File: src/rtl/pipe_hazard_scoreboard.sv
// pipe_hazard_scoreboard: hazard detection and operand forwarding for the ID stage.
// Tracks one destination record per in-flight stage after ID (1=EX, 2=MEM, ...),
// picks the youngest writer of each source operand as its forward source, and
// stalls the front end while that youngest writer is a load whose result is not
// yet forwardable.
module pipe_hazard_scoreboard #(
  parameter int STAGES     = 3,
  parameter int LOAD_AVAIL = 2,
  parameter int REG_W      = 5,
  parameter int CNT_W      = 16,
  parameter int FW         = 3
) (
  input  logic             clock,
  input  logic             reset,
  input  logic             id_valid,
  input  logic             id_wreg,
  input  logic             id_load,
  input  logic [REG_W-1:0] id_rd,
  input  logic [REG_W-1:0] id_rs,
  input  logic [REG_W-1:0] id_rt,
  input  logic             id_use_rs,
  input  logic             id_use_rt,
  input  logic             ext_stall,
  output logic [FW-1:0]    fwda,
  output logic [FW-1:0]    fwdb,
  output logic             wpcir,
  output logic [CNT_W-1:0] stall_cnt
);

  // Parameter legality: an illegal configuration must not elaborate.
  if (STAGES < 2 || STAGES > 7) begin : g_chk_stages
    $fatal(1, "pipe_hazard_scoreboard: STAGES must be in 2..7");
  end
  if (LOAD_AVAIL < 1 || LOAD_AVAIL > STAGES) begin : g_chk_load_avail
    $fatal(1, "pipe_hazard_scoreboard: LOAD_AVAIL must be in 1..STAGES");
  end
  if ((1 << FW) <= STAGES) begin : g_chk_fw
    $fatal(1, "pipe_hazard_scoreboard: FW too narrow to encode every stage");
  end

  // In-flight records, index k = stage k after ID.
  logic [STAGES:1]            r_v;
  logic [STAGES:1]            r_wreg;
  logic [STAGES:1]            r_load;
  logic [STAGES:1][REG_W-1:0] r_rd;
  logic [CNT_W-1:0]           r_cnt;

  logic [FW-1:0] w_fwda;
  logic [FW-1:0] w_fwdb;
  logic          w_rs_haz;
  logic          w_rt_haz;
  logic          w_hazard;
  logic          w_insert;

  // Youngest-writer search per operand; the youngest match alone decides both
  // the forward source and whether that source is still an unfinished load.
  always_comb begin
    // NOTE: every combinational output gets a default first so no path can
    // leave it unassigned and infer a latch.
    w_fwda   = '0;
    w_fwdb   = '0;
    w_rs_haz = 1'b0;
    w_rt_haz = 1'b0;
    // Walk oldest to youngest so the last hit (smallest k) wins.
    for (int k = STAGES; k >= 1; k--) begin
      if (r_v[k] && r_wreg[k] && (r_rd[k] != '0) && (r_rd[k] == id_rs)) begin
        w_fwda   = FW'(k);
        w_rs_haz = r_load[k] && (k < LOAD_AVAIL);
      end
      if (r_v[k] && r_wreg[k] && (r_rd[k] != '0) && (r_rd[k] == id_rt)) begin
        w_fwdb   = FW'(k);
        w_rt_haz = r_load[k] && (k < LOAD_AVAIL);
      end
    end
    if (!id_use_rs) begin
      w_fwda   = '0;
      w_rs_haz = 1'b0;
    end
    if (!id_use_rt) begin
      w_fwdb   = '0;
      w_rt_haz = 1'b0;
    end
  end

  assign w_hazard  = id_valid & (w_rs_haz | w_rt_haz);
  assign w_insert  = id_valid & ~w_hazard;
  assign fwda      = w_fwda;
  assign fwdb      = w_fwdb;
  assign wpcir     = ~w_hazard & ~ext_stall;
  assign stall_cnt = r_cnt;

  // Valid bits and stall counter: freeze on ext_stall, bubble on hazard, else shift in ID.
  always_ff @(posedge clock or posedge reset) begin
    if (reset) begin
      r_v   <= '0;
      r_cnt <= '0;
    end else if (!ext_stall) begin
      for (int k = STAGES; k >= 2; k--) begin
        r_v[k] <= r_v[k-1];
      end
      r_v[1] <= w_insert;
      if (w_hazard && (r_cnt != '1)) begin
        r_cnt <= r_cnt + 1'b1;
      end
    end
  end

  // Record payload shifts alongside the valid bits.
  // NOTE: the payload has no reset; every use of it is gated by r_v, which is reset.
  always_ff @(posedge clock) begin
    if (!ext_stall) begin
      for (int k = STAGES; k >= 2; k--) begin
        r_wreg[k] <= r_wreg[k-1];
        r_load[k] <= r_load[k-1];
        r_rd[k]   <= r_rd[k-1];
      end
      r_wreg[1] <= id_wreg & w_insert;
      r_load[1] <= id_load & w_insert;
      r_rd[1]   <= id_rd;
    end
  end

endmodule

File: config.mk
export PLATFORM = sky130hd
export DESIGN_NAME = pipe_hazard_scoreboard
export DESIGN_NICKNAME = d
export VERILOG_FILES = /design/src/rtl/pipe_hazard_scoreboard.sv
export SDC_FILE = /design/constraint.sdc
export NUM_CORES = 1
export LEC_CHECK = 0
export CAP_MARGIN = 20
export CORE_MARGIN = 5
export CORE_UTILIZATION = 45
export DETAILED_ROUTE_END_ITERATION = 10
export PLACE_DENSITY = 0.76
export SYNTH_ARGS = -nofsm -noshare
export SYNTH_HDL_FRONTEND = slang
export SYNTH_SLANG_ARGS = --single-unit
File: constraint.sdc
create_clock -name clock -period 2.4 [get_ports clock]
set_clock_uncertainty 0.1 [all_clocks]
set_input_delay 0.48 -clock clock [delete_from_list [all_inputs] [get_ports clock]]
set_output_delay 0.48 -clock clock [all_outputs]
set_load 0.02 [all_outputs]
==> results of run 1 <==
[path summary, 6_finish.rpt]
kind,startpoint,endpoint,depth (start not counted),slack [ps]
setup / recovery,r_rd[11]$_DFFE_PN_,fwdb[0],8,-350
hold / removal,r_wreg[2]$_DFFE_PN_,r_wreg[3]$_DFFE_PN_,0,380
setup reg to reg,r_rd[0]$_DFFE_PN_,stall_cnt[14]$_DFFE_PP0P_,9,30
hold reg to reg,r_wreg[2]$_DFFE_PN_,r_wreg[3]$_DFFE_PN_,0,380
max in group asynchronous,reset,stall_cnt[10]$_DFFE_PP0P_,2,1210
min in group asynchronous,reset,stall_cnt[2]$_DFFE_PP0P_,2,520
[through the flow]
stage	utilization, %	area, um2	instances	setup slack [ps]	hold WS (ps)
4_1_cts	66.8	2910	314	-369	378
3_5_place_dp	63.3	2760	303	-700	363
2_1_floorplan	-	2040	179	-82.0	327
3_3_place_gp	63.3	2760	303	-670	354
5_1_grt	70.7	3080	318	-437	403
6_report	70.7	3080	318	-346	376
[registers in the layout, indices dropped and copies added (netlist names)]
signal,cells
r_load,1
stall_cnt,16
r_rd,15
r_v,3
r_wreg,3
[layout make-up]
cell class | count | area, um2 | area share [%]
multi-input cells | 131 | 1110 | 35.9
flip-flops and latches | 38 | 1050 | 34.0
repair buffers | 84 | 733 | 23.8
clock buffers | 6 | 72.6 | 2.36
well taps | 52 | 65.1 | 2.11
clock inverters | 2 | 37.5 | 1.22
inverters | 5 | 18.8 | 0.610
[cell usage in the layout (no fill, tap or decap), types with 2 or more instances in the layout]
master / Yosys / layout
xnor2_2: 0 / 8
mux2_2: 3 / 3
conb_1: 1 / 2
dlygate4sd2_1: 0 / 5
and3_2: 2 / 2
xor2_1: 18 / 17
edfxtp_1: 19 / 19
and3_1: 7 / 7
nand4_1: 14 / 14
dfrtp_1: 19 / 19
nand3_2: 0 / 2
buf_2: 0 / 3
nand2_1: 13 / 12
nor4_4: 0 / 3
nand3_1: 6 / 4
a31oi_1: 3 / 2
xnor2_1: 27 / 19
dlymetal6s2s_1: 0 / 4
clkdlybuf4s50_1: 0 / 29
nor4_2: 1 / 2
buf_6: 1 / 3
clkbuf_8: 0 / 5
or4_4: 1 / 4
nor3_1: 6 / 6
inv_1: 5 / 5
buf_4: 2 / 40
nor2_1: 8 / 8
[what timing repair did]
item,CTS,global route
gates resized for setup,37,24
pin swaps,3,13
endpoints found under the setup margin,7,7
hold buffers,0,0
setup buffers,3,4
[power by group]
part / leakage [nW] / total [mW] / internal [mW] / switching [mW]
clock: 0.0514 / 0.535 / 0.310 / 0.225
combinational: 0.808 / 0.278 / 0.140 / 0.139
sequential: 0.448 / 0.743 / 0.719 / 0.0238
total: 1.31 / 1.56 / 1.17 / 0.387
[layer usage]
layer	share of wire, %	wire (um)
met5	0	0
met2	50	2730
met1	40	2200
met3	7.9	436
met4	2.4	134
[cell families after synthesis]
family | Yosys count | share of synthesized area, %
DFF | 38 | 51.7
other | 1 | 0.185
buffers and inverters | 10 | 2.60
AOI/OAI and AO/OA | 12 | 4.76
adders and majority gates | 1 | 0.619
muxes | 3 | 1.67
xor gates and xnor gates | 45 | 19.5
and+or+nand+nor | 68 | 18.9
==> flow_summary.json, run 1 <==
{
  "seq_area_frac_synth_pct": 51.7,
  "drtIter0Drc": 107,
  "slew_violations": 0,
  "peakVddDrop_mv": 0.375,
  "nets": 289,
  "rsz0062_at_grt": "true",
  "crit_required_ps": 1820,
  "synth.ff_latch_count": 38,
  "fmax_mhz": 364,
  "fillers": 306,
  "drive_gt1_share_pct": 32.0,
  "post_drt_wl_per_cell_um": 17.3,
  "grt_use_met3_pct": 3.63,
  "die-area_um2": 5930,
  "hold_viol": 0,
  "slowest_stage": "or4_4",
  "antenna_left": 0,
  "core_region_area_um2": 4350,
  "critPathTopFamily": "simple AND/OR/NAND/NOR gates",
  "diodes": 0,
  "synthTopCellsByArea": "edfxtp_1, dfrtp_1, xnor2_1",
  "gr-total-overflow": 0,
  "synth-main-ff-cell": "edfxtp_1",
  "synth_edf_count": 19,
  "crit_fanout": 2,
  "synth_cell_type_count": 34,
  "hp-class": "flop to flop",
  "power_per_cell_area_nw_per_um2": 506,
  "fin_setup_tns_ps": -1560,
  "fp.dieH_um": 77.0,
  "routed_wl_mm": 5.50,
  "met2_usage_pct": 29.0,
  "ios": 46,
  "clock_sinks": 38,
  "h-tree-depth": 2,
  "drc_errors": 0,
  "async_flop_share_pct": 50.0,
  "path_cells": "or4_4 > o211ai_1 > buf_4 > nor4_2 > buf_4 > a31oi_1 > nor2_1 > buf_2",
  "crit_arrival_ps": 2170,
  "core.rowCount": 24,
  "grt_use_met1_pct": 24.2,
  "start_util_pct": 46.4,
  "final.period_utilization_pct": 114,
  "drv_cap": 0,
  "critPathBufInv": 3,
  "grt_pass1_wl_mm": 8.45,
  "grt_start_max_net_pins": 20,
  "dp_hpwl_mm": 3.64,
  "busiest_layer": "met2",
  "avgSynthCellArea_um2": 11.4,
  "tightest_slew_ps": 742,
  "end_kind": "output pin",
  "synth_commonest_cells": "xnor2_1, dfrtp_1, edfxtp_1",
  "synth_area_um2": 2020,
  "grt_pass1_vias": 1684,
  "status": "finished with violations",
  "yosysWarnings": 0,
  "setup_viol": 5,
  "p_leak_nw": 1.31,
  "max_stage_delay_ps": 550,
  "clk_latency_ps": 290,
  "first_pass_iters": 4,
  "fin_total_pwr_mw": 1.56,
  "yosysMostFrequentCell": "xnor2_1",
  "gr-usage-all-layers_pct": 17.9,
  "worst_path_most_repeated_cell": "buf_4",
  "num_vias": 1784,
  "startpoint_type": "flop",
  "clock-root-buffer": "clkbuf_8",
  "die_width_um": 77.0,
  "globalplace.congestion": 0.864,
  "finalCriticalPeriod_ps": 2750,
  "clk_pin_slew_worst_paths_ps": 80,
  "routed_via_density": 5.61,
  "syn_to_final_growth_pct": 52.3,
  "portBuffers": 43,
  "critical_path_class": "flop to output pin",
  "cts_buffer_depth": 2,
  "violations": "negative setup slack",
  "tritoncts": "built",
  "numCtsBuffers": 5,
  "slew_headroom_pct": 50.5,
  "yosysTopAreaCellShare_pct": 28.2,
  "antenna_found_initial": 0,
  "yosys.area.top_type": "edfxtp_1",
  "fin_ws_ps": -346,
  "synthCells": 178
}
(Power assumes the default switching activity.)
==> run 2: changes to the inputs <==
Settings changed: GPL_TIMING_DRIVEN set to 0.
==> run 2 against run 1 <==
The flow still finishes with violations (negative setup slack). Wire length fell by 11%. Combinational power fell by 20%. Worst hold slack better by 22 ps. Via count fell by 10%. Register-to-register slack about the same. Cell area decreased by 7.4%. Cell count down 6.0%. Sequential power is 0.9% higher. Largest cell class unchanged. Highest routed layer unchanged.
==> flow_summary.json, run 2 (synthesis results as in run 1) <==
{
  "fin_setup_tns_ps": -1720,
  "antenna_left": 0,
  "die_width_um": 77.0,
  "routed_via_density": 5.37,
  "crit_arrival_ps": 2160,
  "postCtsHoldBufs": 0,
  "met3_length_um": 265,
  "grt_pass1_wl_mm": 7.85,
  "startpoint_type": "input port",
  "rsz0062_at_grt": "true",
  "placed_cells": 274,
  "p_leak_nw": 1.16,
  "fin_hold_ws_ps": 398,
  "clk_latency_ps": 290,
  "first_pass_iters": 4,
  "num_vias": 1606,
  "critical_path_class": "input port to output pin",
  "layout_commonest_cell": "clkdlybuf4s50_1",
  "cts_buffer_depth": 2,
  "syn_to_final_growth_pct": 41.1,
  "drtIter0Drc": 142,
  "cp_num_cells": 7,
  "reg2reg_depth": 7,
  "routed.top_layer": "met4",
  "peakVddDrop_mv": 0.274,
  "globalplace.congestion": 0.853,
  "grt_start_max_net_pins": 21,
  "core.rowCount": 24,
  "final.period_utilization_pct": 114,
  "p_sw_share_pct": 25.6,
  "hold_viol": 0,
  "pwr-share-clk_pct": 30.2,
  "grt_pass1_vias": 1648,
  "r2r-end": "stall_cnt[14]$_DFFE_PP0P_",
  "setup_viol": 11,
  "r2r_setup_slack_ps": 20,
  "clock-root-buffer": "clkbuf_8",
  "end_kind": "output pin",
  "largest_reg_flops": 16,
  "gr-total-overflow": 0,
  "layout.cells.non_filler": 299,
  "p_sw_mw": 0.357,
  "status": "finished with violations",
  "critPathBufInv": 2,
  "start_util_pct": 46.4,
  "pwr-share-comb_pct": 16.0,
  "drive_gt1_share_pct": 23.5,
  "fmax_mhz": 365,
  "tritoncts": "built",
  "fillers": 319,
  "internal_power_mw": 1.04,
  "h-tree-depth": 2,
  "ios": 46,
  "max_stage_delay_ps": 590,
  "crit_fanout": 3,
  "antenna_found_initial": 0,
  "p_seq_share_pct": 53.8,
  "path_cells": "clkdlybuf4s50_1 > xnor2_1 > nand3_2 > nor4_2 > or2_4 > a31oi_4 > buf_6",
  "fin_ws_ps": -336,
  "power_per_cell_area_nw_per_um2": 489,
  "crit_required_ps": 1820,
  "diodes": 0,
  "slew_headroom_pct": 50.9,
  "tightest_slew_ps": 736,
  "clk_pin_slew_worst_paths_ps": 70,
  "critPathTopFamily": "buffers and inverters",
  "hp-class": "flop to flop",
  "wl_met1_mm": 2.15,
  "post_drt_wl_per_cell_um": 16.4,
  "gr-usage-all-layers_pct": 16.6,
  "violations": "negative setup slack",
  "portBuffers": 43,
  "nets": 270,
  "clock_sinks": 38,
  "drv_cap": 0,
  "wl_met2_mm": 2.41,
  "mostFrequentLayoutCells": "clkdlybuf4s50_1, xnor2_1, buf_4",
  "finalCriticalPeriod_ps": 2740,
  "numCtsBuffers": 5,
  "slowest_stage": "clkdlybuf4s50_1",
  "fp.dieH_um": 77.0,
  "core_region_area_um2": 4350,
  "die-area_um2": 5930,
  "drc_errors": 0,
  "dp_hpwl_mm": 3.38,
  "fin_util_pct": 65.5,
  "routed_wl_mm": 4.91,
  "rr_startpoint": "r_rd[0]$_DFFE_PN_",
  "cp-startpoint": "id_rt[2]",
  "slew_violations": 0,
  "endpoint": "wpcir"
}
==> run 2: cell count changes in the layout (fill, tap and decap cells not counted), moves of 3 or more <==
cell / previous run / this run
buf_4: 40 / 20
clkdlybuf4s50_1: 29 / 33
xnor2_2: 8 / 3
dlygate4sd2_1: 5 / 0
clkbuf_1: 1 / 4
xnor2_1: 19 / 24
==> run 2: cell type report <==
class	instances	area (um2)	share of cell area, %
Timing Repair inverter	1	5.00	0.175
Buffer	4	22.5	0.789
Multi-Input combinational cell	131	1050	36.8
Clock buffer	7	76.3	2.68
Clock inverter	1	6.26	0.219
Sequential cell	38	1050	36.7
Tap cell	52	65.1	2.28
Timing Repair Buffer	60	561	19.6
Inverter	5	22.5	0.789
==> run 2: worst min-delay path by stage <==
stage	slack, ps	endpoint	startpoint	cells past startpoint
global placement	360	r_wreg[2]$_DFFE_PN_	r_wreg[1]$_DFFE_PN_	0
detailed placement	370	r_wreg[2]$_DFFE_PN_	r_wreg[1]$_DFFE_PN_	0
global route	400	r_wreg[3]$_DFFE_PN_	r_wreg[2]$_DFFE_PN_	0
floorplan	330	r_v[1]$_DFFE_PP0N_	reset	1
CTS	380	r_wreg[2]$_DFFE_PN_	r_wreg[1]$_DFFE_PN_	0
finish	400	r_wreg[3]$_DFFE_PN_	r_wreg[2]$_DFFE_PN_	0
==> run 2: worst reg2reg max path, delay by kind of cell (launching register included) <==
kind / cells / cell delay, ps
buffers and inverters: 1 / 170
xor gates and xnor gates: 2 / 400
and+or+nand+nor: 3 / 1010
AOI/OAI and AO/OA: 1 / 90
DFF: 1 / 510
==> run 2: power by group through the flow <==
stage | combinational (mW) | clock (mW) | sequential [mW]
after floorplan | 0.0965 | 0 | 0.758
after global routing | 0.241 | 0.464 | 0.754
final | 0.223 | 0.422 | 0.750
after detailed placement | 0.168 | 0 | 0.767
after global placement | 0.165 | 0 | 0.765
after CTS | 0.198 | 0.437 | 0.748
==> run 2: metrics by stage <==
step	area [um2]	setup slack, ps	total power, mW
4_1_cts	2730	-345	1.38
3_5_place_dp	2540	-936	0.934
2_1_floorplan	2040	-82.0	0.854
6_report	2850	-336	1.39
3_3_place_gp	2540	-936	0.930
5_1_grt	2850	-373	1.46
==> run 2: timing repair <==
item,in CTS,in global routing
hold endpoints to repair,0,0
pin swaps,9,8
endpoints found under the setup margin,18,21
buffers inserted,13,4
cloned,0,1
gates resized for setup,32,18
==> run 2: metal layers <==
layer  vias up  global-route usage, %
met5         -                      0
met4         0                   7.90
met3         6                   3.28
met2        59                   26.9
met1       757                   21.3
li1        784                      -
